### src/rtl/contador_9b.sv
// contador_9b - synchronous event counter with terminal-count flag.
//
// Counts the clock cycles in which `add` is high and raises `s` when the
// internal count reaches TERMINAL. The controller uses it as a timeout or
// attempt counter: it holds `add` high and waits for `s`.
//
// Parameters
//   WIDTH    counter width in bits (top level uses 9)
//   TERMINAL count value that raises s; must fit in WIDTH bits
//
// Ports
//   clk    in   rising-edge clock, the only clock
//   reset  in   synchronous active-high reset, wins over add
//   add    in   count enable, one increment per edge while high
//   s      out  terminal-count flag, decoded from the count register only
//
// Build option
//   CONTADOR_9B_WRAP_EN undefined: the counter saturates at TERMINAL and s
//                                  stays high until reset.
//   CONTADOR_9B_WRAP_EN defined:   a counted edge at TERMINAL wraps the count
//                                  to 0, so s pulses once per TERMINAL+1
//                                  counted edges.

module contador_9b #(
    parameter int unsigned WIDTH    = 9,
    parameter int unsigned TERMINAL = 511
) (
    input  logic clk,
    input  logic reset,
    input  logic add,
    output logic s
);

    localparam logic [WIDTH-1:0] TERM_V = WIDTH'(TERMINAL);

    logic [WIDTH-1:0] cnt;
    logic             at_term;

    assign at_term = (cnt == TERM_V);

    always_ff @(posedge clk) begin
        if (reset) begin
            cnt <= '0;
        end else if (add) begin
            if (at_term) begin
`ifdef CONTADOR_9B_WRAP_EN
                cnt <= '0;
`else
                cnt <= cnt;
`endif
            end else begin
                cnt <= cnt + WIDTH'(1);
            end
        end
    end

    // Decoded from the register only, so add and reset never reach s
    // combinationally.
    assign s = at_term;

endmodule

### config.mk
export PLATFORM = sky130hd
export DESIGN_NAME = contador_9b
export DESIGN_NICKNAME = d
export VERILOG_FILES = /design/src/rtl/contador_9b.sv
export SDC_FILE = /design/constraint.sdc
export NUM_CORES = 1
export LEC_CHECK = 0
export ABC_AREA = 1
export BUFFER_PORTS_ARGS = -buffer_cell sky130_fd_sc_hd__buf_2
export CORE_AREA = 2 2 39 41
export CTS_BUF_LIST = sky130_fd_sc_hd__clkbuf_8
export DETAILED_ROUTE_END_ITERATION = 7
export DIE_AREA = 0 0 41 43
export HOLD_SLACK_MARGIN = 0.15
export PLACE_DENSITY = 0.57
export SKIP_CTS_REPAIR_TIMING = 1
export SYNTH_ARGS = -nofsm -noshare
export SYNTH_HDL_FRONTEND = slang
export SYNTH_SLANG_ARGS = --single-unit
### constraint.sdc
create_clock -name clk -period 2.1 [get_ports clk]
set_clock_uncertainty 0.15 [all_clocks]
set_input_delay 0.21 -clock clk [delete_from_list [all_inputs] [get_ports clk]]
set_output_delay 0.21 -clock clk [all_outputs]
set_load 0.01 [all_outputs]
==> results of run 1 <==
## metrics by stage
stage               area [um2]  std cells  power, mW  hold WS (ps)  util [%]
floorplan                449.2         64     0.2000         131.5         -
global placement         491.7         84     0.2075         253.4     35.53
detailed placement       491.7         84     0.2078         256.4     35.53
CTS                      536.8         88     0.4100         9.816     38.79
global route             555.5         89     0.4308         265.9     40.14
finish                   555.5         89     0.4016         225.2     40.14
## cell type report
cell class | instances | area, um2
clock buffer | 3 | 41.29
timing repair buffer | 5 | 32.53
sequential | 9 | 180.2
tap | 16 | 20.02
clock inverter | 1 | 3.754
fill | 144 | 828.3
inverter | 8 | 30.03
multi-input combinational | 47 | 247.7
## worst max-delay path: cells and delay by family, from the launching register on
kind                     cells  cell delay, ps
adder cells (fa/ha/maj)      2             450
flip-flops                   1             350
AND/OR/NAND/NOR              1             300
buffers and inverters        2             210
## routing by layer
layer  vias to the layer above  wire [um]  GRT usage [%]
met1                       189        406          15.96
li1                        221          -              -
met2                         5        383          17.81
met4                         0         14          12.00
met5                         -          0              0
met3                         2         16          4.712
## path summary, 6_finish.rpt
path                from     end  slack, ps  cells after the start
setup reg to reg  cnt[0]  cnt[7]        250                      9
hold / removal       add  cnt[0]        230                      4
setup / recovery  cnt[0]       s        190                      5
hold reg to reg   cnt[0]  cnt[0]        360                      2
## logic make-up after synthesis
family                     count (synthesis)
buffers and inverters                      8
DFF                                        9
adders and majority gates                  2
AOI/OAI and AO/OA                          5
xor gates and xnor gates                   1
and+or+nand+nor                           39
## power breakdown
part	total, mW	leakage (nW)	internal, mW	switching, mW
Combinational	0.0260	0.146	0.0108	0.0152
Clock	0.195	0.0269	0.127	0.0682
Sequential	0.180	0.0733	0.176	0.00373
Total	0.402	0.247	0.314	0.0871
## cell usage in the layout, fill, tap and decap left out, types with 2 or more instances in the layout
| cell type | count |
|---|---|
| o21ai_0 | 2 |
| nor2_4 | 2 |
| nor2_1 | 14 |
| nand3_1 | 4 |
| nand4_1 | 2 |
| dfxtp_1 | 9 |
| a21oi_1 | 2 |
| clkbuf_8 | 3 |
| nand2_1 | 14 |
| buf_2 | 3 |
| inv_1 | 9 |
==> metrics.txt, run 1 <==
Total GRT Usage=13.41%; Via Count=417; DP Wirelength=622.7 um; synth warn=0; Die Y=43 um; Post-synth EDFFs=0; Post-Synth Simple-Gate Area=39.83%; clk_lat worst skew=230 ps; global-route wire length before repair=1.511 mm; cells after synthesis=64; post-detailed-route count of antenna-violating nets=0; max reg flops=9; Detailed Route WL=822 um; Synth Area in XOR/XNOR=1.950%; Cell variety after synth=15; Setup Crit Path Kind=register to output port; Die W=41 um; TritonCTS clock tree=built; status=finished clean; Max Cap Viol=0; Worst-path clk slew=50 ps; Hold Vio Cnt, Final=0; root buffer cell=clkbuf_8; via/cell ratio=4.685; Tmin final=1909 ps; Worst setup SP type=register; Initial Util=32.46%; H-tree depth=1; Routed WL per cell=9.236 um; fraction of synthesis flops using an asynchronous set or reset pin=0%; CTS Buffer Depth=2; Final WS setup=191.4 ps; post-synthesis mux area share=0%; clock sink total=9; Final period util=90.88%; largest net degree at the start of global routing=10; f_max=523.9 MHz; Syn Area/Cell=7.018 um2; final net count=79; largest register by flop count=cnt; Slew headroom=83.70%; number of global-route vias before repair=385; Critical Path AT=1550 ps; CTS Buf Count=3; Least-Margin Pin Slew=242.4 ps; Port Buf Inserts=3; largest family of logic cells by synthesized area=simple AND/OR/NAND/NOR gates; I/O pin total=4; share of cells above drive strength 1=17.81%; initial antenna violation count=0; crit path cell chain=ha_1 > inv_1 > nor4_2 > ha_2 > buf_2; Worst Hold Class=input port to register; drt first-iter violations=10; Synth Area in Compound Gates=5.850%; Setup-failing EPs final=0; sequential share of the synthesized area=40.11%; Layout area overhead=23.68%; maximum VDD drop=0.2262 mV; Post-Synth Adder-Cell Area=5.571%; post-synthesis cell area=449.2 um2; Cell Pwr Density=722.9 mW/mm2; Critical Path Max Stage Delay=350 ps; Crit. End Element=output port; Synth area leader=dfxtp_1; Mapped Nets=69; drc violations=0; Synth area leaders=dfxtp_1, nand2_1, nor2_1; worst setup slack after placement=184.7 ps; Final TNS setup=0 ps; CP Max Fanout=3; # rows=14; Synth top area share=40.11%; n_diodes=0; critical path's slowest cell=dfxtp_1; Slew Viols, Final=0; GPL Wtd Cong=0.7686; RSZ-0062 raised after global routing=no; die area=0.001763 mm2; Largest regs=cnt (9); total grt overflow=0; Top FF cell, synth=dfxtp_1; Pleak=0.2466 nW; placeable core area=0.001384 mm2; First-pass DRT Iterations=4; commonest cells in the netlist=nand2_1, nor2_1, dfxtp_1, inv_1, nand3_1; CP required=1740 ps; Synth Register Bits=9
No activity file was read; power rests on OpenSTA's default activity.
==> run 2: changes to the inputs <==
Settings changed: CELL_PAD_IN_SITES_DETAIL_PLACEMENT set to 1, CELL_PAD_IN_SITES_GLOBAL_PLACEMENT set to 1, PLACE_DENSITY 0.57 to 0.72.
==> run 2 against run 1 <==
Sequential power about the same. Worst hold slack gained 11 ps. Global-route usage up 1.1 points. Critical path depth did not move. Clock-buffer cell count did not move. Die area unchanged. Critical path type unchanged. Largest cell class unchanged. Largest power group unchanged.
==> metrics.txt, run 2 (same netlist as run 1, synthesis figures left out) <==
n_diodes=0 (unchanged); global-route wire length before repair=1.656 mm (+9.6%); Final TNS setup=0 ps (unchanged); Max Cap Viol=0 (unchanged); Cell Pwr Density=730.6 mW/mm2 (+1.1%); initial antenna violation count=0 (unchanged); Hold Vio Cnt, Final=0 (unchanged); Worst Hold Class=input port to register; post-detailed-route count of antenna-violating nets=0 (unchanged); Slew Viols, Final=0 (unchanged); clk_lat worst skew=230 ps (about the same); First-pass DRT Iterations=4 (unchanged); TritonCTS clock tree=built; DP Area=484.2 um2 (-1.5%); largest net degree at the start of global routing=10 (unchanged); Critical Path AT=1590 ps (+40 ps); Final period util=92.83% (+1.9 points); maximum VDD drop=0.3485 mV (+54%); Largest regs=cnt (9); Worst setup SP type=register; die area=0.001763 mm2 (unchanged); non-filler cells, final=89 (unchanged); Layout area overhead=24.23%; Die W=41 um (unchanged); Critical Path Max Stage Delay=360 ps (about the same); Worst-path clk slew=50 ps (about the same); Initial Util=32.46% (unchanged); crit path cell chain=ha_2 > inv_1 > nor4_2 > ha_2 > buf_2; Die Y=43 um (unchanged); root buffer cell=clkbuf_8; I/O pin total=4 (unchanged); Port Buf Inserts=3 (unchanged); Crit. End Element=output port; share of cells above drive strength 1=19.18% (+1.4 points); number of global-route vias before repair=422 (+9.6%); Via Count=440 (+5.5%); largest register by flop count=cnt; total grt overflow=0 (unchanged); drt first-iter violations=3 (-7); final net count=79 (unchanged); via/cell ratio=4.944 (+5.5%); commonest non-fill, non-tap cells in the layout=nand2_1, nor2_1, inv_1, dfxtp_1, nand3_1; Least-Margin Pin Slew=231.5 ps (-10.93 ps); Pleak=0.2444 nW (-0.89%); Setup-failing EPs final=0 (unchanged); CP required=1740 ps (about the same); critical path's slowest cell=dfxtp_1; Tmin final=1949 ps (+40.84 ps); CTS Buffer Depth=2 (unchanged); Slew headroom=84.44% (+0.73 points); CP Max Fanout=4 (+1); post-route cell area=558.0 um2 (+0.45%); placeable core area=0.001384 mm2 (unchanged); Hold WS=235.8 ps (+10.62 ps); Post-Place Cells=83 (-1.2%); Total GRT Usage=14.47% (+1.1 points); status=finished clean; RSZ-0062 raised after global routing=no; # rows=14 (unchanged); clock sink total=9 (unchanged); CTS Buf Count=3 (unchanged); Setup Crit Path Kind=register to output port; Routed WL per cell=11.67 um (+26%); DP Wirelength=742.3 um (+19%); max reg flops=9 (unchanged); GPL Wtd Cong=0.6974 (-9.3%); f_max=513.0 MHz (-2.1%); Detailed Route WL=1.039 mm (+26%); H-tree depth=1 (unchanged); drc violations=0 (unchanged); most frequent CP cell=ha_2
==> run 2: cell count changes in the layout (fill, tap and decap cells not counted) <==
cell	previous run	this run
ha_1	1	0
ha_2	1	2
==> run 2: cell type report <==
| cell class | instances | area, um2 |
|---|---|---|
| timing repair buffer | 5 | 32.53 |
| inverter | 8 | 30.03 |
| fill | 173 | 825.8 |
| tap | 16 | 20.02 |
| clock buffer | 3 | 41.29 |
| clock inverter | 1 | 3.754 |
| sequential | 9 | 180.2 |
| multi-input combinational | 47 | 250.2 |
==> run 2: power by group <==
group	leakage [nW]	internal, mW	switching [mW]
clock	0.0269	0.128	0.0739
combinational	0.144	0.0105	0.0154
sequential	0.0733	0.176	0.00376
total	0.244	0.315	0.0931
==> run 2: metal layers <==
layer	vias to the layer above	part of all wire [%]	track usage, %
li1	219	-	-
met1	211	42	15.16
met2	5	52	21.88
met3	5	2.7	4.712
met4	0	2.8	12.00
met5	-	0	0
==> run 2: per-stage QoR <==
stage | power, mW | setup WS, ps | util (%)
after floorplan | 0.2000 | 249.3 | -
after global placement | 0.2068 | 141.4 | 34.99
after detailed placement | 0.2076 | 89.09 | 34.99
after CTS | 0.4092 | 25.08 | 38.25
after global routing | 0.4314 | 12.99 | 40.33
final | 0.4077 | 150.6 | 40.33
==> run 2: worst paths after layout <==
kind | startpoint | endpoint | slack (ps) | depth (start not counted)
max | cnt[0] | s | 150 | 5
min | add | cnt[0] | 240 | 4
max reg2reg | cnt[0] | cnt[7] | 180 | 9
min reg2reg | cnt[0] | cnt[0] | 370 | 2
==> run 2: worst max-delay path: cells and delay by family (launching register included) <==
kind          cells  cell delay, ps
flops             1             360
buf+inv           2             210
simple gates      1             290
fa+ha+maj         2             490
